### src/rtl/register_file_param.sv
// Parameterised register file: one write port, two combinational read ports, and a
// sequential clear-all FSM. Define RF_BYPASS_EN to forward write data to matching read ports.
module register_file_param #(
    parameter int unsigned DATA_W = 16,
    parameter int unsigned ADDR_W = 3
) (
    input  logic                           clk,
    input  logic                           rst_n,
    input  logic                           we,
    input  logic [ADDR_W-1:0]              wa,
    input  logic [DATA_W-1:0]              wd,
    input  logic [ADDR_W-1:0]              ra1,
    input  logic [ADDR_W-1:0]              ra2,
    output logic [DATA_W-1:0]              rd1,
    output logic [DATA_W-1:0]              rd2,
    input  logic                           clr_req,
    output logic                           clr_busy,
    output logic                           clr_done,
    output logic [(2**ADDR_W)*DATA_W-1:0]  dbg_regs
);

    localparam int unsigned NREG = 2 ** ADDR_W;
    localparam logic [ADDR_W-1:0] LAST_IDX = ADDR_W'(NREG - 1);

    typedef enum logic [1:0] {
        ST_IDLE  = 2'd0,
        ST_CLEAR = 2'd1,
        ST_DONE  = 2'd2
    } state_e;

    state_e              state_q, state_d;
    logic [ADDR_W-1:0]   cnt_q, cnt_d;
    logic                busy_q, busy_d;
    logic                done_q, done_d;
    logic [DATA_W-1:0]   regs_q [NREG];

    logic                wr_en_c;
    logic [ADDR_W-1:0]   wr_addr_c;
    logic [DATA_W-1:0]   wr_data_c;

    // State, clear counter and status flags.
    always_ff @(posedge clk or negedge rst_n) begin
        if (!rst_n) begin
            state_q <= ST_IDLE;
            cnt_q   <= '0;
            busy_q  <= 1'b0;
            done_q  <= 1'b0;
        end else begin
            state_q <= state_d;
            cnt_q   <= cnt_d;
            busy_q  <= busy_d;
            done_q  <= done_d;
        end
    end

    // Next state and the single write-port mux shared by user writes and the clear sweep.
    always_comb begin
        state_d   = state_q;
        cnt_d     = cnt_q;
        wr_en_c   = 1'b0;
        wr_addr_c = wa;
        wr_data_c = wd;

        case (state_q)
            ST_IDLE: begin
                wr_en_c = we;
                if (clr_req) begin
                    state_d = ST_CLEAR;
                    cnt_d   = '0;
                end
            end
            ST_CLEAR: begin
                wr_en_c   = 1'b1;
                wr_addr_c = cnt_q;
                wr_data_c = '0;
                if (cnt_q == LAST_IDX) begin
                    state_d = ST_DONE;
                end else begin
                    cnt_d = cnt_q + ADDR_W'(1);
                end
            end
            ST_DONE: begin
                state_d = ST_IDLE;
            end
            default: begin
                state_d = ST_IDLE;
            end
        endcase

        // Status flops track the state being entered so they align with the state register.
        busy_d = (state_d == ST_CLEAR);
        done_d = (state_d == ST_DONE);
    end

    // Register storage.
    always_ff @(posedge clk or negedge rst_n) begin
        if (!rst_n) begin
            for (int i = 0; i < int'(NREG); i++) begin
                regs_q[i] <= '0;
            end
        end else if (wr_en_c) begin
            regs_q[wr_addr_c] <= wr_data_c;
        end
    end

    assign clr_busy = busy_q;
    assign clr_done = done_q;

    // Combinational read ports.
    always_comb begin
        rd1 = regs_q[ra1];
        rd2 = regs_q[ra2];
`ifdef RF_BYPASS_EN
        if ((state_q == ST_IDLE) && we && (ra1 == wa)) begin
            rd1 = wd;
        end
        if ((state_q == ST_IDLE) && we && (ra2 == wa)) begin
            rd2 = wd;
        end
`endif
    end

    for (genvar g = 0; g < int'(NREG); g++) begin : g_dbg
        assign dbg_regs[g*DATA_W +: DATA_W] = regs_q[g];
    end

endmodule
### config.mk
export PLATFORM = sky130hd
export DESIGN_NAME = register_file_param
export DESIGN_NICKNAME = d
export VERILOG_FILES = /design/src/rtl/register_file_param.sv
export SDC_FILE = /design/constraint.sdc
export NUM_CORES = 1
export LEC_CHECK = 0
export BUFFER_PORTS_ARGS = -buffer_cell sky130_fd_sc_hd__buf_2
export CELL_PAD_IN_SITES_DETAIL_PLACEMENT = 1
export CELL_PAD_IN_SITES_GLOBAL_PLACEMENT = 1
export CORE_MARGIN = 5
export CORE_UTILIZATION = 44
export CTS_CLUSTER_SIZE = 40
export DETAILED_ROUTE_END_ITERATION = 10
export GPL_TIMING_DRIVEN = 1
export HOLD_SLACK_MARGIN = 0.05
export PLACE_DENSITY_LB_ADDON = 0.1
export RECOVER_POWER = 50
export SYNTH_ARGS = -nofsm -noshare
export SYNTH_HDL_FRONTEND = slang
export SYNTH_SLANG_ARGS = --single-unit
### constraint.sdc
create_clock -name clk -period 2.1 [get_ports clk]
set_clock_uncertainty 0.2 [all_clocks]
set_input_delay 0.105 -clock clk [delete_from_list [all_inputs] [get_ports clk]]
set_output_delay 0.105 -clock clk [all_outputs]
set_load 0.05 [all_outputs]
==> summary.md, run 1 <==
| Metric | Value |
|---|---|
| Initial Util | 45.0% |
| Worst Path Arrival | 1.79 ns |
| Cells after Synth | 460 |
| HP Start | wd[2] |
| Final Max Tran Viols | 0 |
| Yosys top cell by area | dfrtp_1 |
| Slew headroom | 47.5% |
| Fin cells | 953 |
| Buffers on Ports | 190 |
| Ys flop type | dfrtp_1 |
| Die W | 140 um |
| Final instance area | 10200 sq um |
| Top post-synthesis cells by area | dfrtp_1, mux2_2, mux4_2, mux2_4, and2_1 |
| Reg clk slew, reported paths | 0.06 ns |
| Cell area after technology mapping | 7460 sq um |
| Final setup vio count | 0 |
| Hold Vio Cnt, Final | 0 |
| H-tree depth | 4 |
| First-pass GRT wire length | approximately 36000 um |
| Gr ovfl total | 0 |
| Via Count | approximately 5300 |
| Clk Latency, worst-skew pair | 0.42 ns |
| Crit share post-route | approximately 100% |
| R2R Path End | dbg_regs[54] |
| Post-synth EDFFs | 0 |
| Worst-path cell chain | mux4_2, mux2_2, buf_6 |
| Post-placement cell area | 8830 sq um |
| CTS Sinks | around 140 |
| Avg Synthesized Cell Area | about 16 sq um |
| Max Cap Viol | 0 |
| Smallest hold slack | 0.0582 ns |
| Status | completed |
| R2R Path Start | state_q[1] |
| Placed cells | around 860 |
| Yosys Warn Count | 0 |
| Reg2Reg Setup Slack | 0.02 ns |
| #FFs+latches synth | approximately 140 |
| Initial antenna violation count | 0 |
| Crit-path max FO | 4 |
| Final #Nets | 751 |
| Residual DRC | 0 |
| Synth top area share | 45.3% |
| Io pins | 191 |
| Placer Congestion | slightly below 0.8 |
| Dpl hpwl | 15900 um |
| R2r worst-path depth | 6 |
| Share of cells above drive strength 1 | 63.3% |
| Layout Area Growth over Synthesis | 36.8% |
| Crit path from | dbg_regs[121] |
| Final WL | 24200 um |
| Core ar. | 16600 sq um |
| Cts bufs inserted | 17 |
| Synth unique cells | 31 |
| Largest net degree at the start of global routing | 53 |
| Die height | between 100 and 150 um |
| Startpoint Class | register |
| RSZ-0062 raised after global routing | yes |
| Total track usage | 24.3% |
| Initial DRT Pass Iterations | 4 |
| CTS Root Buffer Type | clkbuf_16 |
| CP max stage delay | 0.48 ns |
| Worst EP required | 1.79 ns |
| CTS tree | built |
| Tmin final | 2.10 ns |
| Tightest Pin Transition | 0.788 ns |
| DR vias/cell | 5.61 |
| CP max-delay cell | mux4_2 |
| Antenna cells | 0 |
| Final ANT Viol Nets | 0 |
| Worst hold path type | primary input to register |
| CTS Buffer Depth | 2 |
| Critical path type | register to output port |
| Ys async rst share | 100% |
| WL/cell | roughly 25 um |
| Die area | 19700 sq um |
| Worst hold stages | 3 |
| Rows | 47 |
| Post-synthesis sequential area ratio | around 45% |
| Vias in the first global route | 5963 |
| Critical Path Sink Type | output port |
| Post-synthesis net count | ~500 |
| Total negative setup slack | 0 ns |
| Max Freq | 0.477 GHz |
| Critical path destination | rd1[9] |
| DRT iter0 DRCs | 219 |
[per-layer routing]
metal	vias up	GRT usage, %	share of wire, %
li1	2274	-	-
met1	2843	30.9	40
met2	187	40.7	51
met3	40	6.44	6.8
met4	0	8.06	2.6
met5	-	0	0
[how the worst min path moves through the flow]
stage / endpoint / slack (ns)
after floorplan: clr_busy / -0.39
after global placement: dbg_regs[13] / -0.11
after detailed placement: dbg_regs[13] / -0.10
after CTS: dbg_regs[50] / 0.05
after global routing: dbg_regs[50] / 0.08
final: dbg_regs[50] / 0.06
[final cells by class]
type | count | area, sq um
flip-flops and latches | 135 | 3380
clock buffers | 20 | 457
multi-input cells | 276 | 3870
repair buffers | 288 | 2040
fillers | 1622 | 6380
inverters | 2 | 7.51
clock inverters | 12 | 174
well taps | 220 | 275
[worst max-delay path: cells and delay by family, from the launching register on]
kind,cells,cell delay (ns)
DFF,1,0.44
buffers and inverters,1,0.15
muxes,2,0.77
[registers in the layout, summed over array words and instances (netlist names)]
register / flops
state_q: 2
cnt_q: 3
dbg_regs: 128
clr_busy: 1
clr_done: 1
[cell families after synthesis]
| family | after synthesis | synth area share [%] |
|---|---|---|
| adder cells (fa/ha/maj) | 2 | 0.335 |
| flip-flops | 135 | 45.3 |
| AO/OA/AOI/OAI | 14 | 2.38 |
| buffers and inverters | 49 | 3.97 |
| multiplexers | 225 | 44.3 |
| AND/OR/NAND/NOR | 35 | 3.76 |
[metrics by stage]
| step | util [%] | worst slack [ns] |
|---|---|---|
| after floorplan | - | 0.160 |
| after global placement | 53.2 | 0.0309 |
| after detailed placement | 53.2 | -0.0139 |
| after CTS | 59.4 | -0.0116 |
| after global routing | 61.6 | -0.0497 |
| final | 61.6 | 0.00152 |
[synthesized netlist by cell type, types with 2 or more instances]
| library cell | count |
|---|---|
| inv_1 | 2 |
| a21oi_1 | 2 |
| and4bb_2 | 2 |
| a31oi_4 | 2 |
| ha_1 | 2 |
| buf_1 | 8 |
| mux4_2 | 64 |
| mux2_2 | 142 |
| mux2_1 | 6 |
| dfrtp_1 | 135 |
| nand2b_1 | 2 |
| nor2_4 | 6 |
| buf_6 | 10 |
| and2_1 | 18 |
| a22o_1 | 5 |
| buf_2 | 17 |
| clkbuf_1 | 11 |
| mux2_4 | 13 |
[placed cells by master (no fill, tap or decap), types with 2 or more instances in the layout]
cell type and instances:
dfrtp_1 131, clkbuf_16 17, and4bb_2 2, a22o_1 5, dlygate4sd3_1 12, clkbuf_1 85, ha_1 2, clkinv_2 3
mux4_2 64, nor2_4 7, bufinv_16 4, buf_4 67, mux2_2 129, dfrtp_2 4, inv_1 2, buf_12 15
mux2_1 6, a31oi_4 3, buf_8 7, buf_2 73, mux2_4 26, nand2b_1 2, a21oi_1 2, buf_6 29
and2_1 18, clkbuf_8 2, clkinvlp_4 4
[repair_timing]
item / in CTS / in global routing
pin swaps: 0 / 3
gates resized for setup: 45 / 53
hold endpoints to repair: 189 / 0
hold buffers: 12 / 0
endpoints found under the setup margin: 53 / 100
setup buffers: 21 / 32
Power of run 1 is left out: the tool's default activity adds up to more than one toggle a clock period on the data nets, which glitch-free logic cannot reach.
==> run 2, diff against run 1 <==
Settings changed: ABC_AREA set to 1, BUFFER_PORTS_ARGS -buffer_cell sky130_fd_sc_hd__buf_2 to not set, CORE_UTILIZATION 44 to 45, DONT_BUFFER_PORTS set to 1.
==> run 2 against run 1 <==
  * The flow now finishes with violations (hold timing)
  * Sequential cell count unchanged
  * Cell count grew 55%
  * Critical path depth rose by 4
  * Setup slack gained 0.012 ns
  * Register-to-register slack improved by 0.07 ns
  * Fmax rose by 0.57%
  * Synthesized cell count grew to 2.6 times the previous value
  * Global-route usage grew 5.1 points
  * Utilization fell by 7.2 points
  * Die area increased by 6.1%
  * Largest cell class unchanged
==> summary.md, run 2 <==
| Metric | Value |
|---|---|
| Status | finished, violations left |
| Failing checks | hold timing |
| Power per cell area | 1870 nW/um^2 |
| Gr ovfl total | 0 (unchanged) |
| Synth unique cells | 22 (-29%) |
| Crit share post-route | 99.4% (-0.56 points) |
| Sw Share | 57.6% |
| Top post-synthesis cells by area | dfrtp_1, nand2_1, nand3_1, o211ai_1, o21ai_0 |
| Maximum vdd drop | 1370 uV |
| Hold buffers post-CTS | 21 (+9) |
| Synth Area in Simple Gates | 34.0% (+30 points) |
| Total power | 18.2 mW |
| First-pass GRT wire length | 47900 um (+32%) |
| Avg Synthesized Cell Area | 6.93 sq um (-57%) |
| Tightest Pin Transition | 0.764 ns (-0.0233 ns) |
| Post-synthesis net count | 1204 (+150%) |
| Initial antenna violation count | 0 (unchanged) |
| Placed cells | 1424 (+66%) |
| Vias in the first global route | 8336 (+40%) |
| Hold Vio Cnt, Final | 135 (+135) |
| Die W | 144 um (+3.0%) |
| Via Count | 8370 (+57%) |
| Most common cell in the netlist | nand2_1 |
| DR vias/cell | 5.66 (+0.92%) |
| Max Freq | 0.479 GHz (+0.57%) |
| Post-synthesis sequential area ratio | 41.5% (-3.7 points) |
| R2R Path Start | state_q[0] |
| Total track usage | 29.5% (+5.1 points) |
| Post-synth EDFFs | 0 (unchanged) |
| Xor/xnor share of the synthesized area | 0% (unchanged) |
| Most frequent cells after synthesis | nand2_1, nand3_1, dfrtp_1 |
| Share of cells above drive strength 1 | 16.5% (-47 points) |
| Worst Path Arrival | 1.78 ns (about the same) |
| Die height | 144 um (+3.0%) |
| Initial DRT Pass Iterations | 5 (+1) |
| Combinational family with the most area after synthesis | simple AND/OR/NAND/NOR gates |
| Sequential share of power | between 30% and 40% |
| Largest register FFs | 128 (unchanged) |
| Logic pwr share | roughly half |
| Ys flop type | dfrtp_1 |
| Reg clk slew, reported paths | 0.06 ns (about the same) |
| Dpl hpwl | 20700 um (+30%) |
| Reg2Reg Setup Slack | 0.09 ns (+0.07 ns) |
| CTS Sinks | 135 (unchanged) |
| Buffers on Ports | 0 (-100%) |
| H-tree depth | 4 (unchanged) |
| CTS Buffer Depth | 2 (unchanged) |
| WL/cell | 20.8 um (-18%) |
| Clk Latency, worst-skew pair | 0.42 ns (about the same) |
| Synth top area share | 41.5% (-3.7 points) |
| Crit-path max FO | 3 (-1) |
| Rows | 49 (+4.3%) |
| Smallest hold slack | -0.830 ns (-0.888 ns) |
| # fillers | 2310 (+42%) |
| CTS tree | built |
| Final ANT Viol Nets | 0 (unchanged) |
| Tmin final | 2.09 ns (-0.0118 ns) |
| Most common library cell in the layout ignoring fill and taps | nand2_1 |
| Cell area after technology mapping | 8130 sq um (+9.0%) |
| Yosys top cell by area | dfrtp_1 |
| CTS Root Buffer Type | clkbuf_16 |
| Internal | 7.72 mW |
| Cells after Synth | 1173 (+160%) |
| R2R Path End | dbg_regs[79] |
| R2r worst-path depth | 5 (-1) |
| Cts bufs inserted | 17 (unchanged) |
| Most frequent cells in the layout | nand2_1, nand3_1, dfrtp_1 |
| Final setup vio count | 0 (unchanged) |
| RSZ-0062 raised after global routing | yes |
| Die area | 20900 sq um (+6.1%) |
| Critical Path Sink Type | output port |
| Final #Nets | 1268 (+69%) |
| Final Max Tran Viols | 0 (unchanged) |
| Complex-gate fraction of the synthesized area | 14.4% (+12 points) |
| Critical path type | register to output port |
| #FFs+latches synth | 135 (unchanged) |
| Largest net degree at the start of global routing | 136 (+160%) |
| Fin cells | 1479 (+55%) |
| Final WL | 30700 um (+27%) |
| Antenna cells | 0 (unchanged) |
| Placer Congestion | 0.809 (+1.9%) |
| Worst hold path type | primary input to asynchronous set/reset pin |
| Startpoint Class | register |
| Adder-Cell Fraction of Synth Area | 0.308% (-0.028 points) |
| Core ar. | 17900 sq um (+8.0%) |
| Yosys Warn Count | 0 (unchanged) |
| Layout Area Growth over Synthesis | 19.7% |
| Initial Util | 45.4% (+0.44 points) |
| Total negative setup slack | 0 ns (unchanged) |
| Io pins | 191 (unchanged) |
| Ys async rst share | 100% (unchanged) |
| Net switching power | 10.5 mW |
| Mux cell area share after synthesis | 0% (-44 points) |
| Pleak | approximately 5.2 nW |
| Clock power share | between 15 and 20% |
| Slew headroom | 48.8% (+1.4 points) |
| Worst EP required | 1.79 ns (about the same) |
| Residual DRC | 0 (unchanged) |
| Max Cap Viol | 0 (unchanged) |
| DRT iter0 DRCs | 696 (+220%) |
[run 2: metrics by stage]
| step | instance area, sq um | util [%] | hold slack (ns) | setup slack, ns |
|---|---|---|---|---|
| after global placement | 8800 | 49.2 | -0.387 | 0.161 |
| after floorplan | 8130 | - | -0.391 | 0.406 |
| after global routing | 9730 | 54.4 | -0.854 | -0.0728 |
| after detailed placement | 8800 | 49.2 | -0.388 | 0.105 |
| after CTS | 9640 | 53.9 | -0.846 | 0.000351 |
| final | 9730 | 54.4 | -0.830 | 0.0133 |
[run 2: kinds of logic (layout without fill, tap and decap cells)]
family	after synthesis	count (layout)
AOI/OAI and AO/OA	198	198
buffers and inverters	175	252
adders and majority gates	2	2
and+or+nand+nor	663	663
DFF	135	135
[run 2: power groups by stage]
stage	Clock (mW)	Sequential, mW	Combinational (mW)
CTS	3.07	6.00	8.90
detailed placement	0	6.01	8.78
finish	3.04	6.01	9.17
global placement	0	5.97	8.59
global route	3.19	6.14	9.87
floorplan	0	6.99	5.22
[run 2: worst max-delay path by stage]
| stage | start | to | cells past startpoint |
|---|---|---|---|
| floorplan | dbg_regs[85] | rd1[5] | 6 |
| global placement | state_q[0] | dbg_regs[82] | 7 |
| detailed placement | state_q[0] | dbg_regs[85] | 7 |
| CTS | dbg_regs[64] | rd2[0] | 5 |
| global route | state_q[0] | dbg_regs[32] | 5 |
| finish | dbg_regs[49] | rd2[1] | 7 |
[run 2: worst max-delay path, stage by stage, from the launching register on]
cell	delay, ns
dfrtp_1	0.67
inv_1	0.12
nand2_1	0.08
o211ai_1	0.08
nand2_1	0.09
nand2_1	0.05
nand2_1	0.07
buf_4	0.19
[run 2: per-layer routing]
| metal | global-route usage (%) | vias to the layer above | routed length, um |
|---|---|---|---|
| met3 | 8.96 | 43 | 2680 |
| met2 | 44.4 | 276 | 13900 |
| met4 | 8.74 | 0 | 663 |
| met5 | 0 | - | 0 |
| li1 | - | 3925 | - |
| met1 | 41.0 | 4126 | 13400 |
[run 2: repair_timing]
action                                 in CTS  in global routing
setup buffers                               0                  2
pin swaps                                   0                  1
gates resized for setup                    27                 55
endpoints found under the hold margin     268                135
setup endpoints to repair                  31                 98
[run 2: layout make-up]
type / instances / area (sq um) / share of cell area, %
Tap cell: 229 / 287 / 2.94
Timing Repair Buffer: 129 / 1080 / 11.1
Sequential cell: 135 / 3420 / 35.2
Inverter: 91 / 342 / 3.51
Clock buffer: 19 / 453 / 4.65
Clock inverter: 13 / 146 / 1.50
Multi-Input combinational cell: 863 / 4000 / 41.1
Note: power is estimated with default switching activity, not from simulation.
